**config.mk**
```make
export PLATFORM = sky130hd
export DESIGN_NAME = if_stage
export DESIGN_NICKNAME = d
export VERILOG_FILES = /design/src/rtl/if_stage.sv
export SDC_FILE = /design/constraint.sdc
export NUM_CORES = 1
export LEC_CHECK = 0
export ABC_CLOCK_PERIOD_IN_PS = 2900
export CORE_UTILIZATION = 25
export CTS_BUF_LIST = sky130_fd_sc_hd__clkbuf_16
export CTS_CLUSTER_DIAMETER = 50
export DETAILED_ROUTE_END_ITERATION = 10
export PLACE_DENSITY_LB_ADDON = 0.2
export SYNTH_ARGS = -nofsm -noshare
export SYNTH_HDL_FRONTEND = slang
export SYNTH_SLANG_ARGS = --single-unit
```
**constraint.sdc**
```tcl
create_clock -name clk -period 2.9 [get_ports clk]
set_clock_uncertainty 0.15 [all_clocks]
set_input_delay 0.87 -clock clk [delete_from_list [all_inputs] [get_ports clk]]
set_output_delay 0.87 -clock clk [all_outputs]
set_load 0.01 [all_outputs]
```
**src/rtl/if_stage.sv**
```systemverilog
// rtl/if_stage.sv - instruction fetch stage with IF/ID pipeline register
//
// Owns the PC and fetches from a request/response instruction memory.
// Only one request is outstanding at a time. A one-entry skid buffer
// holds a word that returns while decode is stalled.
//
// Ports:
//   clk, rst          clock; synchronous active-low reset
//   hazard_detected   decode stall: hold IF/ID and PC
//   IF_Flush          taken branch: redirect to branch_target, squash IF/ID
//   branch_target     redirect address
//   imem_req/addr     request strobe and address (combinational)
//   imem_rvalid/rdata response strobe and instruction word
//   id_instr          IF/ID instruction
//   id_pc_plus4       IF/ID PC+4
//   id_valid          IF/ID holds a real instruction
module if_stage #(
  parameter logic [31:0] RESET_PC  = 32'h0000_0000,
  parameter logic [31:0] NOP_INSTR = 32'h0000_0000
) (
  input  logic        clk,
  input  logic        rst,
  input  logic        hazard_detected,
  input  logic        IF_Flush,
  input  logic [31:0] branch_target,
  output logic        imem_req,
  output logic [31:0] imem_addr,
  input  logic        imem_rvalid,
  input  logic [31:0] imem_rdata,
  output logic [31:0] id_instr,
  output logic [31:0] id_pc_plus4,
  output logic        id_valid
);

  // ISSUE: ready to request; WAIT: response pending;
  // DISCARD: response pending but squashed by a flush
  typedef enum logic [1:0] {ISSUE, WAIT, DISCARD} state_t;

  state_t      state, state_next;
  logic [31:0] pc, pc_next, pc_plus4;
  logic        buf_valid, buf_valid_next;
  logic [31:0] buf_instr, buf_instr_next;
  logic [31:0] buf_pc4, buf_pc4_next;
  logic [31:0] id_instr_next, id_pc4_next;
  logic        id_valid_next;
  logic        issue;

  assign pc_plus4 = pc + 32'd4;

  always_comb begin
    state_next     = state;
    pc_next        = pc;
    buf_valid_next = buf_valid;
    buf_instr_next = buf_instr;
    buf_pc4_next   = buf_pc4;
    id_instr_next  = id_instr;
    id_pc4_next    = id_pc_plus4;
    id_valid_next  = id_valid;
    issue          = 1'b0;
    // In WAIT a request only goes out back-to-back with a response,
    // and by then the PC it targets is pc+4.
    imem_addr      = (state == WAIT) ? pc_plus4 : pc;

    case (state)
      ISSUE: begin
        if (IF_Flush) begin
          pc_next        = branch_target;
          buf_valid_next = 1'b0;
          id_instr_next  = NOP_INSTR;
          id_pc4_next    = 32'd0;
          id_valid_next  = 1'b0;
        end else begin
          // A buffered word blocks new requests until decode drains it.
          issue = !buf_valid || !hazard_detected;
          if (!hazard_detected) begin
            if (buf_valid) begin
              id_instr_next  = buf_instr;
              id_pc4_next    = buf_pc4;
              id_valid_next  = 1'b1;
              buf_valid_next = 1'b0;
            end else begin
              id_instr_next = NOP_INSTR;
              id_pc4_next   = 32'd0;
              id_valid_next = 1'b0;
            end
          end
          if (issue) state_next = WAIT;
        end
      end

      WAIT: begin
        if (IF_Flush) begin
          pc_next        = branch_target;
          buf_valid_next = 1'b0;
          id_instr_next  = NOP_INSTR;
          id_pc4_next    = 32'd0;
          id_valid_next  = 1'b0;
          state_next     = imem_rvalid ? ISSUE : DISCARD;
        end else if (imem_rvalid) begin
          pc_next = pc_plus4;
          if (!hazard_detected) begin
            id_instr_next = imem_rdata;
            id_pc4_next   = pc_plus4;
            id_valid_next = 1'b1;
            issue         = 1'b1;
          end else begin
            buf_instr_next = imem_rdata;
            buf_pc4_next   = pc_plus4;
            buf_valid_next = 1'b1;
            state_next     = ISSUE;
          end
        end else if (!hazard_detected) begin
          id_instr_next = NOP_INSTR;
          id_pc4_next   = 32'd0;
          id_valid_next = 1'b0;
        end
      end

      DISCARD: begin
        if (IF_Flush) pc_next = branch_target;
        if (IF_Flush || !hazard_detected) begin
          id_instr_next = NOP_INSTR;
          id_pc4_next   = 32'd0;
          id_valid_next = 1'b0;
        end
        if (imem_rvalid) state_next = ISSUE;
      end

      default: state_next = ISSUE;
    endcase

    imem_req = issue && rst;
  end

  always_ff @(posedge clk) begin
    if (!rst) begin
      state       <= ISSUE;
      pc          <= RESET_PC;
      buf_valid   <= 1'b0;
      buf_instr   <= NOP_INSTR;
      buf_pc4     <= 32'd0;
      id_instr    <= NOP_INSTR;
      id_pc_plus4 <= 32'd0;
      id_valid    <= 1'b0;
    end else begin
      state       <= state_next;
      pc          <= pc_next;
      buf_valid   <= buf_valid_next;
      buf_instr   <= buf_instr_next;
      buf_pc4     <= buf_pc4_next;
      id_instr    <= id_instr_next;
      id_pc_plus4 <= id_pc4_next;
      id_valid    <= id_valid_next;
    end
  end

endmodule
```
After elaboration in Yosys (flattened, before gate mapping). Index checks and enable logic that the tools add are counted.

Add/subtract/negate cells: 1. Equal/unequal tests: 11. Mux-type cells: 48. Bitwise logic cells: 1. Reduce and logical (&&, ||, !) cells: 15.

Operators by type and width (count): $mux 32 (18); $pmux 32 s3 (2); $pmux 32 s2 (1); $add 32x3->32 const B (1); $mux 1 (16); $mux 2 (7); $ne 3x3->1 const B (4); $reduce_and 4->1 (3); $ne 2x2->1 const B (4); $pmux 2 s3 (1); $reduce_and 5->1 (1); $pmux 1 s2 (2); $reduce_bool 2->1 (2); $pmux 1 s3 (1); $reduce_and 3->1 (1); $reduce_bool 3->1 (1); $eq 2x1->1 const B (1); $eq 2x2->1 const B (1); $logic_not 1->1 (2); $logic_not 2->1 (1); $logic_or 1x1->1 (2); $ne 2x1->1 const B (1); $reduce_or 2->1 (1); $logic_and 1x1->1 (1); $not 1->1 (1).

Register bits: 164. Bits of input ports: 69. Output and inout bits: 98. Word-level logic and storage cells: 84.

Longest topological paths before layout.
Depth in word-level cells: 5. Gate-level depth with buffers: 10. Gate-level depth less buffers: 8.

Worst setup path before layout. Ideal clock, no wire load.

Path type: register to output. From: register pc[3]. To: output port imem_addr[30]. Arrival time: 2010 ps. Data required time: 1880 ps. Setup slack: -130 ps. Cell stages (with the launch flop): 8. Buffers on the path: 0. Path through: dfxtp_1 -> ha_1 -> nand3_1 -> or4_4 -> nor2_4 -> and3_4 -> nand2_1 -> xnor2_1.

Word-level cells in the longest chain between the ends: 2.

Ends and longest elaborated chain: start, declared (line 40) `logic [31:0] pc, pc_next, pc_plus4;`; start signal, assigned (line 147) `pc <= pc_next;`; $add 32x3->32 (line 48) `assign pc_plus4 = pc + 32'd4;`; $mux 32 (line 62) `imem_addr = (state == WAIT) ? pc_plus4 : pc;`; end, declared (line 27) `output logic [31:0] imem_addr,`.

No other way between the ends.

Worst setup path after layout.
From: register pc[2]. To: output port imem_addr[31].

Same word-level chain as after synthesis.

==> PnR_summary.wiki <==
{| class="wikitable"
! Metric !! Value
|-
| Run status || finished with violations
|-
| Violated checks || negative setup slack
|-
| Switch Pwr || about 1.7 mW
|-
| Post-DP HPWL || 18.8 mm
|-
| Internal power contribution || 4.08 mW
|-
| Final setup vio count || 24
|-
| Total track usage || 17.2%
|-
| Routed wire length || 27.3 mm
|-
| Non-filler instance count after layout || 1650
|-
| Vias per std cell || 4.85
|-
| Clock power frac || 39.0%
|-
| Routability congestion estimate || roughly 0.81
|-
| Arrival time at the worst endpoint || 2220 ps
|-
| Number of cells after detailed placement || 1597
|-
| Slew at the pin with the worst max-slew slack || 531 ps
|-
| Avg Inst Size Synth || 7.70 sq um
|-
| Final worst setup slack || -335 ps
|-
| Cell-by-cell trace of the critical path || buf_6, nand4_1, buf_4, nor3_4, and3_4, buf_4, nand3_2, xnor2_2, buf_2
|-
| CP peak stage delay || 370 ps
|-
| Fraction of layout cells with a size suffix above 1 || between 20% and 30%
|-
| Minimum setup slack among reg-to-reg paths || 380 ps
|-
| Max-slew headroom at the worst pin || 64.2%
|-
| Clock insertion delay at the later pin of the skew report || 430 ps
|-
| Critical path launch point type || flip-flop
|-
| Class of the tightest hold or removal check || reg -> reg
|-
| Final standard cell utilization of the core || around two fifths
|-
| Total Die Area || approximately 0.032 sq mm
|-
| Net total in the final layout || 1315
|-
| Final hold violations || 0
|-
| Category of the most critical setup path || reg -> out
|-
| TritonCTS clock tree || built
|-
| Number of fill cells in the layout || 3127
|-
| Element type at the critical path end || output port
|-
| Worst Hold End || buf_instr[10]$_SDFFE_PN0P_
|-
| Worst Hold Depth || 2
|-
| Switching power share of the total || 28.9%
|-
| Port Buf Inserts || 166
|-
| Root Buffer || sky130_fd_sc_hd__clkbuf_16
|-
| Power per cell area || 490 mW/mm^2
|-
| Pre-Repair DR Iteration Count || 5
|-
| Reg2Reg Depth || 8
|-
| Vias in the first global route || 7365
|-
| Slowest CP cell || sky130_fd_sc_hd__dfxtp_4
|-
| RSZ-0062 raised after global routing || true
|-
| Global-route wire length before repair || 41.9 mm
|-
| Clock transition at the registers of the reported paths || approximately 70 ps
|-
| Cells after synthesis || 1012
|-
| Flip-flop cell with the highest count after synthesis || sky130_fd_sc_hd__dfxtp_1
|-
| Num Clock Sinks || 164
|-
| Count of standard-cell rows || 64
|-
| Post-route cell area || approximately 0.012 sq mm
|-
| Fraction of registers with async set/reset || 0%
|-
| Area of the mapped netlist || 0.00779 sq mm
|-
| Initial cell density of the core || 25.4%
|-
| Area growth from synthesis to layout || 50.4%
|-
| Setup TNS after final layout || -4010 ps
|-
| Cell types with the highest counts after synthesis || sky130_fd_sc_hd__nor2_1, sky130_fd_sc_hd__dfxtp_1, sky130_fd_sc_hd__nand2_1, sky130_fd_sc_hd__clkbuf_1, sky130_fd_sc_hd__a21oi_1
|-
| Number of synthesis warnings || 0
|-
| CP max FO || 3
|-
| Max VDD drop || 0.366 mV
|-
| Most used cell, CP || sky130_fd_sc_hd__buf_4
|-
| End of the worst register-to-register path || id_pc_plus4[14]$_SDFFE_PN0P_
|-
| Number of buffers added by the clock tree synthesis step || 17
|-
| Top cell type's share of synthesized area || 42.1%
|-
| Maxcap violations || 0
|-
| Cell type contributing the most total cell area after synthesis || sky130_fd_sc_hd__dfxtp_1
|-
| Tmin final || 3240 ps
|-
| Initial antenna violation count || 1
|-
| DRT iter0 DRCs || 711
|-
| Synthesized Nets || 1086
|-
| Number of buffers on the longest clock path || 2
|-
| Final slew viol count || 0
|-
| Worst r2r src || state[0]$_SDFFE_PN0P_
|-
| Overall overflow remaining after global route || 0
|-
| Number of enable-type register cells in the synthesized netlist || 0
|-
| Pin count of the biggest net entering global routing || 73
|-
| Post-Place Cell Area || between 0.01 and 0.015 sq mm
|-
| Antenna cells || 0
|-
| Routed length per placed instance || 16.5 um
|-
| Start point of the worst min-delay path || buf_instr[10]$_SDFFE_PN0P_
|-
| Drt drc || 0
|-
| Flip-flop and latch count after synthesis || between 150 and 200
|-
| Remaining antenna violation count || 0
|-
| Total number of H-tree levels || 4
|-
| Highest clock rate || 309 MHz
|-
| Standby leakage power || 4.64 nW
|-
| Combinational power share || about a fifth
|-
| Unique cell type count in the Yosys netlist || between 50 and 60
|-
| Final critical-path share of the clock period || 112%
|-
| Sequential fraction of design power || 42.2%
|-
| Smallest hold slack || 307 ps
|-
| Data required time of the worst path || 1880 ps
|-
| Most repeated cell in the gate-level netlist after synthesis || sky130_fd_sc_hd__nor2_1
|-
| Chip Height || 179 um
|-
| Via count || 8009
|-
| Die Span X || 179 um
|-
| Core Area || 0.0307 sq mm
|-
| Number of placed I/O pins || approximately 170
|-
| Seq/Total Area, Yosys || 42.1%
|-
| Top cells by area, synth || sky130_fd_sc_hd__dfxtp_1, sky130_fd_sc_hd__nor2_1, sky130_fd_sc_hd__a221oi_1
|}
[cell type report]
type / instances / area [sq um] / share of cell area, %
multi-input cells: 741 / 4460 / 38.0
flip-flops and latches: 164 / 3310 / 28.2
repair buffers: 310 / 2860 / 24.4
well taps: 396 / 495 / 4.23
clock buffers: 17 / 425 / 3.63
clock inverters: 15 / 146 / 1.25
inverters: 7 / 27.5 / 0.235
[cells in the final DEF (no fill, tap or decap), types with 4 or more instances in the layout]
master,n
sky130_fd_sc_hd__buf_12,19
sky130_fd_sc_hd__inv_6,5
sky130_fd_sc_hd__buf_4,117
sky130_fd_sc_hd__a22oi_1,15
sky130_fd_sc_hd__a221oi_1,53
sky130_fd_sc_hd__nor2_1,160
sky130_fd_sc_hd__dfxtp_1,151
sky130_fd_sc_hd__nor3_1,47
sky130_fd_sc_hd__nand3_1,18
sky130_fd_sc_hd__dlygate4sd2_1,4
sky130_fd_sc_hd__xor2_1,19
sky130_fd_sc_hd__xnor2_1,30
sky130_fd_sc_hd__a21oi_1,74
sky130_fd_sc_hd__o31ai_1,7
sky130_fd_sc_hd__inv_1,5
sky130_fd_sc_hd__nand2_1,118
sky130_fd_sc_hd__xnor2_2,7
sky130_fd_sc_hd__nand4_1,12
sky130_fd_sc_hd__a31oi_1,5
sky130_fd_sc_hd__and3_4,10
sky130_fd_sc_hd__a211oi_1,12
sky130_fd_sc_hd__and3_1,5
sky130_fd_sc_hd__clkdlybuf4s50_1,133
sky130_fd_sc_hd__buf_2,28
sky130_fd_sc_hd__nor2_4,4
sky130_fd_sc_hd__nor3_4,4
sky130_fd_sc_hd__buf_6,8
sky130_fd_sc_hd__clkbuf_16,17
sky130_fd_sc_hd__o21ai_0,73
sky130_fd_sc_hd__dfxtp_2,10
[stage by stage]
step                      power, mW  worst slack, ps
after floorplan                2.98             7.45
after global placement         3.56             -429
after detailed placement       3.55             -434
after CTS                      5.79             -324
after global routing           6.00             -375
final                          5.74             -335
[registers in the layout (all words and copies together), names as in the netlist]
signal	flops
state	2
id_pc_plus4	32
buf_pc4	32
id_instr	32
pc	32
id_valid	1
buf_valid	1
buf_instr	32
[layer usage]
metal	part of all wire [%]	GRT usage (%)	up-vias
met1	50	24.7	3772
met3	4.4	2.79	19
li1	-	-	4013
met5	0.048	0	-
met2	45	26.6	203
met4	0.92	4.06	2
[power groups by stage]
stage	logic, mW	clock network [mW]	registers [mW]
4_1_cts	1.07	2.30	2.42
3_3_place_gp	1.09	0	2.47
2_1_floorplan	0.493	0	2.48
3_5_place_dp	1.09	0	2.47
5_1_grt	1.18	2.39	2.43
6_report	1.08	2.24	2.42
[critical path, delay by kind of cell (launching register included)]
| kind | cells | cell delay [ps] |
|---|---|---|
| simple gates | 4 | 660 |
| buf+inv | 4 | 580 |
| flops | 1 | 370 |
| xor+xnor | 1 | 180 |
[worst max-delay path by stage]
stage | from | to | slack, ps | cells after the start
2_1_floorplan | pc[6]$_SDFFE_PN0P_ | imem_addr[22] | 7 | 7
3_3_place_gp | pc[2]$_SDFFE_PN0P_ | imem_addr[30] | -430 | 8
3_5_place_dp | pc[2]$_SDFFE_PN0P_ | imem_addr[30] | -430 | 8
4_1_cts | pc[3]$_SDFFE_PN0P_ | imem_addr[30] | -320 | 8
5_1_grt | pc[2]$_SDFFE_PN0P_ | imem_addr[31] | -370 | 9
6_report | pc[2]$_SDFFE_PN0P_ | imem_addr[31] | -340 | 9
[kinds of logic (layout without fill, tap and decap cells)]
| family | after synthesis | in the layout | synth area share (%) |
|---|---|---|---|
| multiplexers | 1 | 1 | 0.144 |
| adder cells (fa/ha/maj) | 5 | 5 | 0.803 |
| XOR/XNOR | 57 | 57 | 6.40 |
| AO/OA/AOI/OAI | 260 | 260 | 21.3 |
| buffers and inverters | 107 | 349 | 5.44 |
| flip-flops | 164 | 164 | 42.1 |
| AND/OR/NAND/NOR | 418 | 418 | 23.8 |
[what timing repair did]
action | 4_1_cts | 5_1_grt
hold buffers | 0 | 0
pin swaps | 24 | 28
setup buffers | 13 | 9
gates resized for setup | 165 | 39
setup endpoints to repair | 31 | 29
No activity file was read; power rests on OpenSTA's default activity.
